$ cat src/rtl/meter_sequencer.sv
// ---------------------------------------------------------------------------
// meter_sequencer: BCD parking-meter countdown with add/preset requests,
// 1 s prescaler and state-dependent display blanking.   Rev 1.0
// ---------------------------------------------------------------------------
`default_nettype none

module meter_sequencer #(
  parameter int TICK_DIV = 100000000
) (
  input  logic        clk,
  input  logic        reset,
  input  logic [3:0]  add_pulse,
  input  logic [1:0]  load_pulse,
  output logic [15:0] bcd_value,
  output logic        blank,
  output logic [1:0]  state,
  output logic        tick
);

  localparam int CNT_W = (TICK_DIV > 1) ? $clog2(TICK_DIV) : 1;
  localparam logic [CNT_W-1:0] CNT_LAST = CNT_W'(TICK_DIV - 1);
  localparam logic [CNT_W-1:0] CNT_HALF = CNT_W'(TICK_DIV / 2 - 1);
  localparam logic [CNT_W-1:0] CNT_ONE  = CNT_W'(1);

  localparam logic [1:0] EMPTY  = 2'b00;
  localparam logic [1:0] LOW    = 2'b01;
  localparam logic [1:0] NORMAL = 2'b10;

  logic [CNT_W-1:0] cnt, next_cnt;
  logic             phase, next_phase;
  logic             slow_phase, next_slow;
  logic [15:0]      next_value;
  logic [15:0]      add_amount;
  logic [1:0]       next_state;
  logic             next_blank;

  // Digit-wise decimal add; any carry out of the top digit saturates.
  function automatic logic [15:0] bcd_add_sat(input logic [15:0] a, input logic [15:0] b);
    logic [15:0] sum;
    logic        carry;
    logic [4:0]  d;
    sum   = '0;
    carry = 1'b0;
    for (int i = 0; i < 4; i++) begin
      d     = {1'b0, a[i*4 +: 4]} + {1'b0, b[i*4 +: 4]} + {4'b0, carry};
      carry = (d > 5'd9);
      if (carry) d = d - 5'd10;
      sum[i*4 +: 4] = d[3:0];
    end
    return carry ? 16'h9999 : sum;
  endfunction

  function automatic logic [15:0] bcd_dec(input logic [15:0] a);
    logic [15:0] r;
    logic        borrow;
    r      = a;
    borrow = 1'b1;
    for (int i = 0; i < 4; i++) begin
      if (borrow) begin
        if (a[i*4 +: 4] == 4'd0) begin
          r[i*4 +: 4] = 4'd9;
        end else begin
          r[i*4 +: 4] = a[i*4 +: 4] - 4'd1;
          borrow      = 1'b0;
        end
      end
    end
    return r;
  endfunction

  assign tick = (cnt == CNT_LAST);

  always_comb begin
    if (add_pulse[0])      add_amount = 16'h0060;
    else if (add_pulse[1]) add_amount = 16'h0120;
    else if (add_pulse[2]) add_amount = 16'h0180;
    else                   add_amount = 16'h0300;
  end

  always_comb begin
    next_cnt   = tick ? '0 : cnt + CNT_ONE;
    next_phase = phase ^ ((cnt == CNT_HALF) | tick);
    next_slow  = slow_phase ^ tick;
    next_value = bcd_value;
    if (|load_pulse) begin
      next_value = load_pulse[1] ? 16'h0205 : 16'h0010;
      next_cnt   = '0;
      next_phase = 1'b0;
      next_slow  = 1'b0;
    end else if (|add_pulse) begin
      next_value = bcd_add_sat(bcd_value, add_amount);
    end else if (tick && (bcd_value != 16'h0000)) begin
      next_value = bcd_dec(bcd_value);
    end
  end

  // Valid BCD orders like plain binary, so a hex compare gives the thresholds.
  always_comb begin
    if (next_value == 16'h0000)     next_state = EMPTY;
    else if (next_value < 16'h0200) next_state = LOW;
    else                            next_state = NORMAL;
    case (next_state)
      LOW:     next_blank = next_slow;
      EMPTY:   next_blank = next_phase;
      default: next_blank = 1'b0;
    endcase
  end

  always_ff @(posedge clk) begin
    if (reset) begin
      cnt        <= '0;
      phase      <= 1'b0;
      slow_phase <= 1'b0;
      bcd_value  <= 16'h0000;
      state      <= EMPTY;
      blank      <= 1'b0;
    end else begin
      cnt        <= next_cnt;
      phase      <= next_phase;
      slow_phase <= next_slow;
      bcd_value  <= next_value;
      state      <= next_state;
      blank      <= next_blank;
    end
  end

endmodule

`default_nettype wire

$ cat config.mk
export PLATFORM = sky130hd
export DESIGN_NAME = meter_sequencer
export DESIGN_NICKNAME = d
export VERILOG_FILES = /design/src/rtl/meter_sequencer.sv
export SDC_FILE = /design/constraint.sdc
export NUM_CORES = 1
export LEC_CHECK = 0
export ABC_AREA = 1
export CAP_MARGIN = 10
export CORE_UTILIZATION = 50
export CTS_CLUSTER_DIAMETER = 200
export DETAILED_ROUTE_END_ITERATION = 10
export PLACE_DENSITY = 0.7
export REMOVE_ABC_BUFFERS = 1
export SETUP_SLACK_MARGIN = 0.5
export SLEW_MARGIN = 10
export SYNTH_ARGS = -nofsm -noshare
export SYNTH_HDL_FRONTEND = slang
export SYNTH_SLANG_ARGS = --single-unit
$ cat constraint.sdc
create_clock -name clk -period 7.28 [get_ports clk]
set_input_delay 1.456 -clock clk [delete_from_list [all_inputs] [get_ports clk]]
set_output_delay 1.456 -clock clk [all_outputs]
set_load 0.005 [all_outputs]
==> results.cfg <==
[synth]
seq_area_frac_synth_pct = 26.6
synth_mux_area_share_pct = 0
synth_compound_area_share_pct = 11.3
yosysTopAreaCell = dfxtp_1
ys.flop_type = dfxtp_1
synth_edf_count = 0
syn_area_um2 = 3620
yosysUniqueCellTypes = 43
async_flop_share_pct = 0
avgSynthCellArea_um2 = 6.42
yosys_register_bits = 48
synth.top_cell.area_share_pct = 26.6
syn-instance-count = 563
synthXorXnorAreaFrac_pct = 3.63
ys_warn_count = 0
yosys-top-cells-area = dfxtp_1, nand2_1, nor2_1, inv_1, ha_1
synth_simple_gate_area_share_pct = 41.0
synth_top_family_by_area = simple AND/OR/NAND/NOR gates
synthAdderAreaFrac_pct = 7.54
yosysMostFrequentCell = nand2_1
yosys-top-cells-count = nand2_1, nor2_1, inv_1

[clocking]
cts_tree = done
insertion_delay_ns = 0.30
postCtsSetupBuffers = 0
cts_buffer_depth = 2
postCtsHoldBufs = 0
ctsHtreeMaxLevel = 2
clk_pin_slew_ns = 0.10
clock_sinks = 48
cts_root_buffer = clkbuf_8
ctsResizeCount = 0
cts_buffers = 5

[power_and_ir_drop]
vdd_ir_drop_max_v = 0.000129
p_leak_nw = 1.73
power_w = 0.000610
power_density_nw_per_um2 = 150

[critical_path]
startpoint_type = input port
r2r_start = bcd_value[1]
arrival_ns = 6.55
critPathRequiredTime_ns = 7.51
rr_worst_depth = 31
critPathKind = in -> reg
r2r_setup_slack_ns = 1.32
worstReg2RegEnd = blank
path_max_fanout = 5
cp-end-kind = flop

[floorplanning]
initial_utilization_pct = 52.4
row_count = 30
die_w_um = 87.1
die_h_um = 87.1
ios = 28
die_area_um2 = 7580
core_area_um2 = 6910

[layout]
layout-drive-gt1-share_pct = 7.99
areaGrowthSynthToFinish_pct = 12.5
nNetsFinal = 615
antennaDiodeCount = 0
fin_util_pct = 58.9
final_area_um2 = 4070
fill_cells = 711

[timing]
tns_ns = 0
period_needed_ns = 6.32
slew_violations = 0
period_share_pct = 86.8
fmax_ghz = 0.158
finalSetupViolations = 0
rsz0062_at_grt = false
hold_violations = 0
clock_skew_ns = 0.0111
worst_slew_pin_slew_ns = 0.765
slew_headroom_pct = 48.9

[route]
ant_nets = 0
wl_met2_mm = 3.65
routedWlPerCell_um = 11.9
drt_iter0_drc = 201
first_pass_iters = 5
vias_per_cell = 5.10
wl_mm = 8.17
vias = 3488
top_layer = met4
wl_met1_mm = 4.12
drc = 0
wl_met3_um = 311

[placed_design]
dp_hpwl_mm = 6.30
routabilityCongestion = 0.869
port_buffers = 27
placed_cell_area_um2 = 3930

[min_path]
min-delay-start = cnt[0]
holdPathStages = 1
min_path_type = reg -> reg
min_delay_worst_endpoint = cnt[0]

[global_routing]
grt_pass1_vias = 2991
antenna_found_initial = 0
grt_max_degree = 22
grt_pass1_wl_mm = 13.6
overflow = 0
globalRouteTotalUtil_pct = 22.7

[job]
cap_violations = 0

[status]
status = completed
through the flow:
stage | worst slack, ns | hold slack, ns | cells
CTS | 0.991 | 0.455 | 684
global placement | 0.942 | 0.428 | 676
finish | 0.958 | 0.459 | 684
detailed placement | 0.702 | 0.439 | 676
global route | 0.638 | 0.499 | 684
floorplan | 1.80 | 0.418 | 553
cell usage in the layout, fill, tap and decap left out, types with 3 or more instances in the layout:
cell type        instances
a21oi_1                 20
nor2_4                   6
o21ai_0                 31
inv_1                   64
xnor2_1                  8
clkinv_1                 4
nor3b_1                  3
nor3_1                  10
inv_2                    6
nor3_2                   3
xor2_1                   7
nand3_2                  4
clkdlybuf4s50_1         27
o21ai_1                 12
nand4_1                 10
nor2_2                   6
dfxtp_1                 48
nand2_1                150
clkbuf_8                 5
nand2_2                  5
o21a_1                   4
nor2_1                  73
fa_1                     3
nand3_1                 40
ha_1                    17
layer usage:
metal | up-vias | global-route usage, %
met1 | 1560 | 32.0
met3 | 9 | 4.08
met2 | 70 | 36.0
met5 | - | 0
li1 | 1849 | -
met4 | 0 | 4.85
cell type report:
cell class	instances	area, um2	share of cell area (%)
Multi-Input combinational cell	430	2300	56.4
Inverter	75	284	6.98
Timing Repair Buffer	27	270	6.64
Clock inverter	3	68.8	1.69
Tap cell	96	120	2.95
Clock buffer	5	68.8	1.69
Sequential cell	48	961	23.6
report_power, final:
part / internal (W) / switching [W]
sequential: 0.000267 / 0.00000614
clock: 0.000138 / 0.0000942
combinational: 0.0000413 / 0.0000633
kinds of logic (layout without fill, tap and decap cells):
group	count (synthesis)	after routing
flops	48	48
compound gates	75	75
fa+ha+maj	20	20
xor+xnor	15	15
buf+inv	85	110
simple gates	320	320
flip-flops by register name, summed over array words and instances (netlist names):
name	flops
bcd_value	16
cnt	27
blank	1
phase	1
slow_phase	1
state	2
critical path: stages:
cell and delay [ns]:
clkdlybuf4s50_1 0.47, inv_2 0.10, nand2_1 0.11, fa_1 0.44, xnor2_1 0.28, nand2_1 0.11
nand3_1 0.16, nand2_1 0.12, fa_1 0.42, fa_1 0.41, xnor2_1 0.29, nand2_1 0.09
nand3_1 0.13, nand2_1 0.12, ha_1 0.22, ha_1 0.21, xnor2_1 0.21, nand2_1 0.08
nand2_1 0.09, nand2_1 0.15, or2_2 0.32, nand3_1 0.11, nand2_1 0.06, nor2_1 0.15
nand3b_1 0.11, a21oi_1 0.12
how the worst max path moves through the flow:
stage | startpoint | end | slack (ns) | depth (start not counted)
2_1_floorplan | add_pulse[0] | blank | 1.80 | 25
3_3_place_gp | add_pulse[0] | blank | 0.94 | 26
3_5_place_dp | add_pulse[0] | blank | 0.70 | 26
4_1_cts | add_pulse[0] | blank | 0.99 | 26
5_1_grt | add_pulse[0] | blank | 0.64 | 29
6_report | add_pulse[0] | blank | 0.96 | 26
(Power assumes the default switching activity.)
